==> config.mk <==
export PLATFORM = sky130hd
export DESIGN_NAME = array_collect
export DESIGN_NICKNAME = d
export VERILOG_FILES = /design/src/rtl/matmul_pkg.sv /design/src/rtl/array_collect.sv
export SDC_FILE = /design/constraint.sdc
export NUM_CORES = 1
export LEC_CHECK = 0
export BUFFER_PORTS_ARGS = -buffer_cell sky130_fd_sc_hd__clkbuf_2
export CAP_MARGIN = 20
export CORE_UTILIZATION = 45
export DETAILED_ROUTE_END_ITERATION = 8
export PLACE_DENSITY = 0.72
export SLEW_MARGIN = 20
export SYNTH_ARGS = -nofsm -noshare
export SYNTH_HDL_FRONTEND = slang
export SYNTH_SLANG_ARGS = --single-unit
==> constraint.sdc <==
create_clock -name sys_clk -period 6.4 [get_ports sys_clk]
set_input_delay 0.96 -clock sys_clk [delete_from_list [all_inputs] [get_ports sys_clk]]
set_output_delay 0.96 -clock sys_clk [all_outputs]
set_load 0.02 [all_outputs]
==> src/rtl/matmul_pkg.sv <==
`default_nettype none
// ============================================================================
//  Module   : matmul_pkg
//  Purpose  : Shared types and packing helpers for the matrix-multiply
//             datapath (array_regenerate / array_collect).
//  Revision : 1.0 - initial release
// ============================================================================
package matmul_pkg;

   // Collector control states.
   typedef enum logic [1:0] {
      IDLE    = 2'd0,
      COLLECT = 2'd1,
      HOLD    = 2'd2
   } state_t;

   // LSB position of array column j inside a Y_COL-wide bus, column 0 in the MSBs.
   function automatic int col_lsb(input int j, input int y_col, input int width);
      return (y_col - 1 - j) * width;
   endfunction

   // LSB position of element (i,j) inside a row-major, MSB-first packed matrix.
   function automatic int mat_lsb(input int i, input int j, input int x_row,
                                  input int y_col, input int width);
      return (x_row * y_col - 1 - (i * y_col + j)) * width;
   endfunction

endpackage
`default_nettype wire

==> src/rtl/array_collect.sv <==
`default_nettype none
// ============================================================================
//  Module   : array_collect
//  Purpose  : Reassembles the diagonally skewed result stream draining out of
//             the systolic array into a packed X_ROW x Y_COL matrix and offers
//             it downstream through a valid/ready handshake.
//  Revision : 1.0 - initial release
// ============================================================================
module array_collect
   import matmul_pkg::*;
#(
   parameter int OUT_WIDTH = 16,
   parameter int X_ROW     = 3,
   parameter int Y_COL     = 3
) (
   input  logic                               sys_clk,
   input  logic                               sys_rst,
   input  logic                               start,
   input  logic [Y_COL*OUT_WIDTH-1:0]         in_data,
   input  logic                               z_ready,
   output logic [X_ROW*Y_COL*OUT_WIDTH-1:0]   Z,
   output logic                               z_valid,
   output logic                               busy,
   output logic                               err_overrun
);

   // Stream length and width of the stream-cycle counter.
   localparam int             c_LEN    = X_ROW + Y_COL - 1;
   localparam int             c_KW     = $clog2(c_LEN + 1);
   localparam logic [c_KW-1:0] c_K_LAST = c_KW'(c_LEN - 1);
   localparam logic [c_KW-1:0] c_K_ONE  = c_KW'(1);

   state_t            r_state;
   state_t            w_state_nxt;
   logic [c_KW-1:0]   r_k;
   logic [c_KW-1:0]   w_k_nxt;
   logic              r_err;
   logic              w_err_nxt;
   logic              w_launch;
   logic              w_cap_en;
   logic [c_KW-1:0]   w_cap_k;

   // A new collection may begin from IDLE, or from HOLD on the very edge the
   // current matrix is accepted (zero-bubble back-to-back operation).
   assign w_launch = start && ((r_state == IDLE) || ((r_state == HOLD) && z_ready));

   // Next-state, counter and capture-phase decode.
   always_comb begin
      w_state_nxt = r_state;
      w_k_nxt     = r_k;
      w_err_nxt   = 1'b0;
      w_cap_en    = 1'b0;
      w_cap_k     = '0;
      if (w_launch) begin
         // Stream cycle k=0 is live on in_data right now.
         w_cap_en = 1'b1;
         w_cap_k  = '0;
         if (c_LEN == 1) begin
            w_state_nxt = HOLD;
            w_k_nxt     = '0;
         end else begin
            w_state_nxt = COLLECT;
            w_k_nxt     = c_K_ONE;
         end
      end else begin
         case (r_state)
            IDLE: begin
               w_state_nxt = IDLE;
            end
            COLLECT: begin
               w_cap_en  = 1'b1;
               w_cap_k   = r_k;
               w_err_nxt = start;
               if (r_k == c_K_LAST) begin
                  w_state_nxt = HOLD;
                  w_k_nxt     = '0;
               end else begin
                  w_k_nxt = r_k + c_K_ONE;
               end
            end
            HOLD: begin
               // Accept without a new start falls back to IDLE; a start that
               // cannot be honoured because Z is still pending is dropped.
               if (z_ready) begin
                  w_state_nxt = IDLE;
               end else begin
                  w_err_nxt = start;
               end
            end
            default: begin
               w_state_nxt = IDLE;
               w_k_nxt     = '0;
            end
         endcase
      end
   end

   // Control state, stream counter and overrun pulse registers.
   always_ff @(posedge sys_clk or posedge sys_rst) begin
      if (sys_rst) begin
         r_state <= IDLE;
         r_k     <= '0;
         r_err   <= 1'b0;
      end else begin
         r_state <= w_state_nxt;
         r_k     <= w_k_nxt;
         r_err   <= w_err_nxt;
      end
   end

   // One register per result element; element (i,j) is on column j exactly
   // when the stream counter equals i+j, so equality alone bounds the window.
   for (genvar gi = 0; gi < X_ROW; gi++) begin : g_row
      for (genvar gj = 0; gj < Y_COL; gj++) begin : g_col
         localparam logic [c_KW-1:0] c_IDX = c_KW'(gi + gj);
         localparam int c_ZL = mat_lsb(gi, gj, X_ROW, Y_COL, OUT_WIDTH);
         localparam int c_DL = col_lsb(gj, Y_COL, OUT_WIDTH);

         logic [OUT_WIDTH-1:0] r_elem;

         // Copy the element bit-exact when its diagonal passes by.
         always_ff @(posedge sys_clk or posedge sys_rst) begin
            if (sys_rst) begin
               r_elem <= '0;
            end else if (w_cap_en && (w_cap_k == c_IDX)) begin
               r_elem <= in_data[c_DL +: OUT_WIDTH];
            end
         end

         assign Z[c_ZL +: OUT_WIDTH] = r_elem;
      end
   end

   assign z_valid     = (r_state == HOLD);
   assign busy        = (r_state == COLLECT);
   assign err_overrun = r_err;

endmodule
`default_nettype wire

Word level (Yosys, flattened, before mapping)
Cells that the tools add are included.
- add/subtract/negate cells: 1
- equal/unequal tests: 10
- multiplexer cells: 14
- reduce and logical (&&, ||, !) cells: 12
- operator list (operator ; count):
    3-bit 2-to-1 mux ; 4
    1-bit logical AND ; 7
    3-bit by 2-bit equality test with 1-bit output (second input constant) ; 2
    3-bit equality test (second input constant) ; 2
    2-bit 2-to-1 mux ; 3
    3-bit one-hot mux with 2 select lines ; 1
    1-bit 2-to-1 mux ; 4
    2-bit one-hot mux with 2 select lines ; 1
    3-bit by 1-bit adder with 3-bit output (second input constant) ; 1
    3-bit by 1-bit equality test with 1-bit output (second input constant) ; 1
    3-bit zero test ; 1
    3-bit by 1-bit != test with 1-bit output (second input constant) ; 1
    3-bit by 2-bit != test with 1-bit output (second input constant) ; 1
    2-bit by 1-bit equality test with 1-bit output (second input constant) ; 1
    2-bit equality test (second input constant) ; 1
    2-bit zero test ; 1
    2-bit by 1-bit != test with 1-bit output (second input constant) ; 1
    1-bit one-hot mux with 2 select lines ; 1
    2-bit AND reduction ; 1
    2-bit OR reduction ; 1
    1-bit logical OR ; 1
- bits in registers: 150
- bits of input ports: 52
- logic and storage cells: 49

Longest topological paths before layout
- depth in word-level cells: 7
- mapped depth: 8
- mapped depth without buffers: 5

Worst setup path after synthesis
OpenSTA, ideal clock, no wires.
- kind: input -> register
- from: in z_ready
- to: reg g_row[1].g_col[1].r_elem[0]
- setup time: 0.125 ns
- data arrival time: 2.225 ns
- required time: 6.275 ns
- path slack: 4.050 ns
- cell stages on the path: 5
- buffers on the path: 2
- cell sequence: a21o_4 -> a2111oi_4 -> buf_4 -> buf_6 -> mux2_2
- word-level cells in the longest chain between the ends: 6
- elaborated cells on any way between the ends: 7
- RTL lines (element ; RTL line ; source):
    from (decl) ; array_collect.sv:20 ; input logic z_ready,
    1-bit logical AND (*) ; array_collect.sv:45 ; assign w_launch = start && ((r_state == IDLE) || ((r_state == HOLD) && z_ready));
    1-bit logical OR (*) ; array_collect.sv:45 ;
    1-bit logical AND (*) ; array_collect.sv:45 ;
    3-bit 2-to-1 mux ; array_collect.sv:54 ; if (w_launch) begin
    3-bit by 2-bit equality test with 1-bit output ; array_collect.sv:125 ; end else if (w_cap_en && (w_cap_k == c_IDX)) begin
    1-bit logical AND (*) ; array_collect.sv:125 ;
    to (signal assigned) ; array_collect.sv:126 ; r_elem <= in_data[c_DL +: OUT_WIDTH];
    to (decl) ; array_collect.sv:119 ; logic [OUT_WIDTH-1:0] r_elem;
Mark *: on every way between the ends. The rest lies on a longest branch, timed or not.
A chain may end at the register's enable or synchronous reset.

Worst setup path in the final report
- from: reg r_state[1]
- to: reg g_row[0].g_col[1].r_elem[3]
- word-level cells in the longest chain between the ends: 7
- elaborated cells on any way between the ends: 12
- RTL lines (element ; RTL line ; source):
    from (decl) ; array_collect.sv:33 ; state_t r_state;
    from (signal assigned) ; array_collect.sv:105 ; r_state <= w_state_nxt;
    2-bit equality test ; array_collect.sv:45 ;
    1-bit logical AND ; array_collect.sv:45 ;
    1-bit logical OR ; array_collect.sv:45 ;
    1-bit logical AND ; array_collect.sv:45 ;
    3-bit 2-to-1 mux ; array_collect.sv:54 ;
    3-bit by 1-bit equality test with 1-bit output ; array_collect.sv:125 ;
    1-bit logical AND (*) ; array_collect.sv:125 ;
    to (signal assigned) ; array_collect.sv:126 ;
    to (decl) ; array_collect.sv:119 ;
Marks and branches as above.

==> qor.yml <==
status: "finished clean"
crit_chain: "inv_1 > ha_1 > nand2b_1 > a2111o_2 > mux2_4"
final_net_count: 618
r2r_cells: 5
min_period_over_period: 0.401
gp_congestion: 0.780
syn_nets: 413
synth_cell_types: 29
p_leak_nw: 3.83
crit_slowest_cell: "a2111o_2"
yosysWarnings: 0
clk_pin_slew_ns: 0.06
critical_path_depth: 5
synth_top_family_by_area: "multiplexers"
grt_start_max_net_pins: 77
arrival_ns: 2.86
r2r_slack_ns: 3.83
muxShareOfSynthArea: 0.291
rsz0062_at_grt: "no"
cts_tree: "done"
worst-path-max-fanout: 32
grt_pass1_wl_um: 21000
grt_usage: 0.194
postRouteAntennaNets: 0
end_kind: "register"
clockBufferDepth: 2
rows: 41
r2r-end: "g_row[0].g_col[1].r_elem[3]"
combPwrFrac: 0.405
dieWidth_um: 117
die_h_um: 117
htreeDepth: 4
cts_hold_buffers: 0
synth-xor-area-share: 0
post_cts_buffers: 0
synthesis.area_um2: 5990
start_util: 0.467
synth-edff-count: 0
grt-ovfl-total: 0
wl_per_cell_um: 17.0
critPathKind: "register to register"
maxCapViolCount: 0
area_growth_pct: 29.3
syn_inst: 355
worstPathBufferInverterCount: 1
maxSlewViolCount: 0
power_frac_seq: 0.361
irDropWorstVdd_v: 0.000349
crit_path_end: "g_row[0].g_col[1].r_elem[3]"
via_per_inst: 5.04
switching_share: 0.367
final_core_util: 0.604
timing_hold_violations_final: 0
synth_compound_area_frac: 0.0286
yosys_most_used_dff: "dfrtp_1"
ys_seq_area_frac: 0.626
cts_buffers: 17
setup-tns-final_ns: 0
first_global_vias: 4018
core_area_um2: 12800
slew_headroom: 0.283
synthArstFlopShare: 1.00
dr.pass1.iters: 4
io_buffers: 198
drc_errors: 0
cpLargestDelayFamily: "compound AO/OA/AOI/OAI gates"
dp_hpwl_um: 8600
routed_wl_um: 12600
startpoint: "r_state[1]"
antenna_found_initial: 0
insertedDiodeCount: 0
synth_area_per_cell_um2: 16.9
finalSetupViolCount: 0
p_int_mw: 2.91
cts_sinks: 150
required_ns: 6.69
max_stage_delay_ns: 0.92
cts_resized: 0
clock_latency_ns: 0.41
clock_skew_ns: 0.00487
synth_fa_ha_area_frac: 0.0125
drive_gt1_frac: 0.649
p_per_area_nw_per_um2: 594
min_period_ns: 2.57
io_pins: 199
synthSimpleGateAreaFrac: 0.0146
worstMarginPinSlew_ns: 1.08
vias: 3753
hp-class: "register to register"
ys_ff_latch: 150
switchingPower_mw: 1.69
die_area_um2: 13800
first_iter_violations: 124
worstReg2RegStart: "r_state[1]"
critPathLaunchType: "register"
max_freq_mhz: 389
clock-root-buffer: "clkbuf_16"
pwr-share-clk: 0.234
-- power groups by stage --
stage	Sequential, mW	Clock [mW]	Combinational [mW]
after floorplan	2.19	0	0.719
after global placement	1.65	0	1.84
after detailed placement	1.67	0	1.88
after CTS	1.66	1.10	1.88
after global routing	1.72	1.14	1.98
final	1.66	1.08	1.86
-- cell usage after synthesis (2+ instances only) --
library cell | count | share of area
nand2b_1 | 2 | 0.0021
a22oi_1 | 2 | 0.0025
a21oi_1 | 4 | 0.0033
nand2_1 | 4 | 0.0025
o21ai_0 | 3 | 0.0025
inv_1 | 6 | 0.0038
mux2_1 | 12 | 0.023
buf_6 | 9 | 0.017
a2111oi_4 | 2 | 0.0092
mux2_2 | 102 | 0.19
ha_1 | 6 | 0.013
buf_2 | 6 | 0.0050
mux2_4 | 30 | 0.075
a21o_1 | 2 | 0.0025
dfrtp_1 | 150 | 0.63
nor2b_1 | 2 | 0.0021
-- stage by stage --
| stage | power, mW | setup slack (ns) | hold WS (ns) | std cells | instance area [um^2] |
|---|---|---|---|---|---|
| floorplan | 2.91 | 1.40 | 0.478 | 355 | 5990 |
| global placement | 3.49 | 3.61 | 0.469 | 713 | 7100 |
| detailed placement | 3.55 | 3.56 | 0.477 | 713 | 7100 |
| CTS | 4.65 | 3.85 | 0.493 | 745 | 7750 |
| global route | 4.83 | 3.75 | 0.510 | 745 | 7750 |
| finish | 4.60 | 3.83 | 0.488 | 745 | 7750 |
-- placed cells by master, fill, tap and decap left out, types with 2 or more instances in the layout --
master,synthesis,routed
bufinv_16,0,5
nor2b_1,2,2
clkbuf_2,0,198
mux2_4,30,30
clkinvlp_4,0,4
dfrtp_1,150,150
clkbuf_16,0,17
a2111oi_4,2,2
a22oi_1,2,2
mux2_2,102,102
buf_4,1,4
a21oi_1,4,4
clkinv_2,0,3
nand2_1,4,4
mux2_1,12,12
inv_1,6,5
ha_1,6,6
o21ai_0,3,3
nand2b_1,2,2
a21o_1,2,2
-- cell type report --
class	count	area [um^2]
Sequential cell	150	3750
Clock buffer	19	443
Timing Repair Buffer	202	1020
Clock inverter	13	204
Tap cell	172	215
Inverter	6	27.5
Fill cell	1013	5080
Multi-Input combinational cell	183	2080
-- worst min path at each step --
stage	start	to	cells after the start
after global placement	g_row[2].g_col[0].r_elem[7]	g_row[2].g_col[0].r_elem[7]	1
after detailed placement	g_row[2].g_col[0].r_elem[1]	g_row[2].g_col[0].r_elem[1]	1
after floorplan	r_k[2]	r_k[2]	1
final	g_row[2].g_col[0].r_elem[5]	g_row[2].g_col[0].r_elem[5]	1
after global routing	g_row[2].g_col[0].r_elem[5]	g_row[2].g_col[0].r_elem[5]	1
after CTS	g_row[2].g_col[0].r_elem[5]	g_row[2].g_col[0].r_elem[5]	1
-- cell families (layout without fill, tap and decap cells) --
| logic type | Yosys count | in the layout |
|---|---|---|
| buffers and inverters | 22 | 240 |
| and+or+nand+nor | 14 | 14 |
| adders and majority gates | 6 | 6 |
| DFF | 150 | 150 |
| muxes | 145 | 145 |
| AOI/OAI and AO/OA | 18 | 18 |
-- state kept, by name, indices dropped and copies added, names as in the netlist --
name / flops
g_row.g_col.r_elem: 144
r_k: 3
r_state: 2
err_overrun: 1
-- per-layer routing --
layer | part of all wire | track usage | vias to the layer above
li1 | - | - | 1678
met4 | 0.012 | 0.0706 | 0
met3 | 0.089 | 0.0710 | 13
met2 | 0.47 | 0.313 | 157
met1 | 0.43 | 0.239 | 1905
met5 | 0 | 0 | -
No activity file was read; power rests on OpenSTA's default activity.
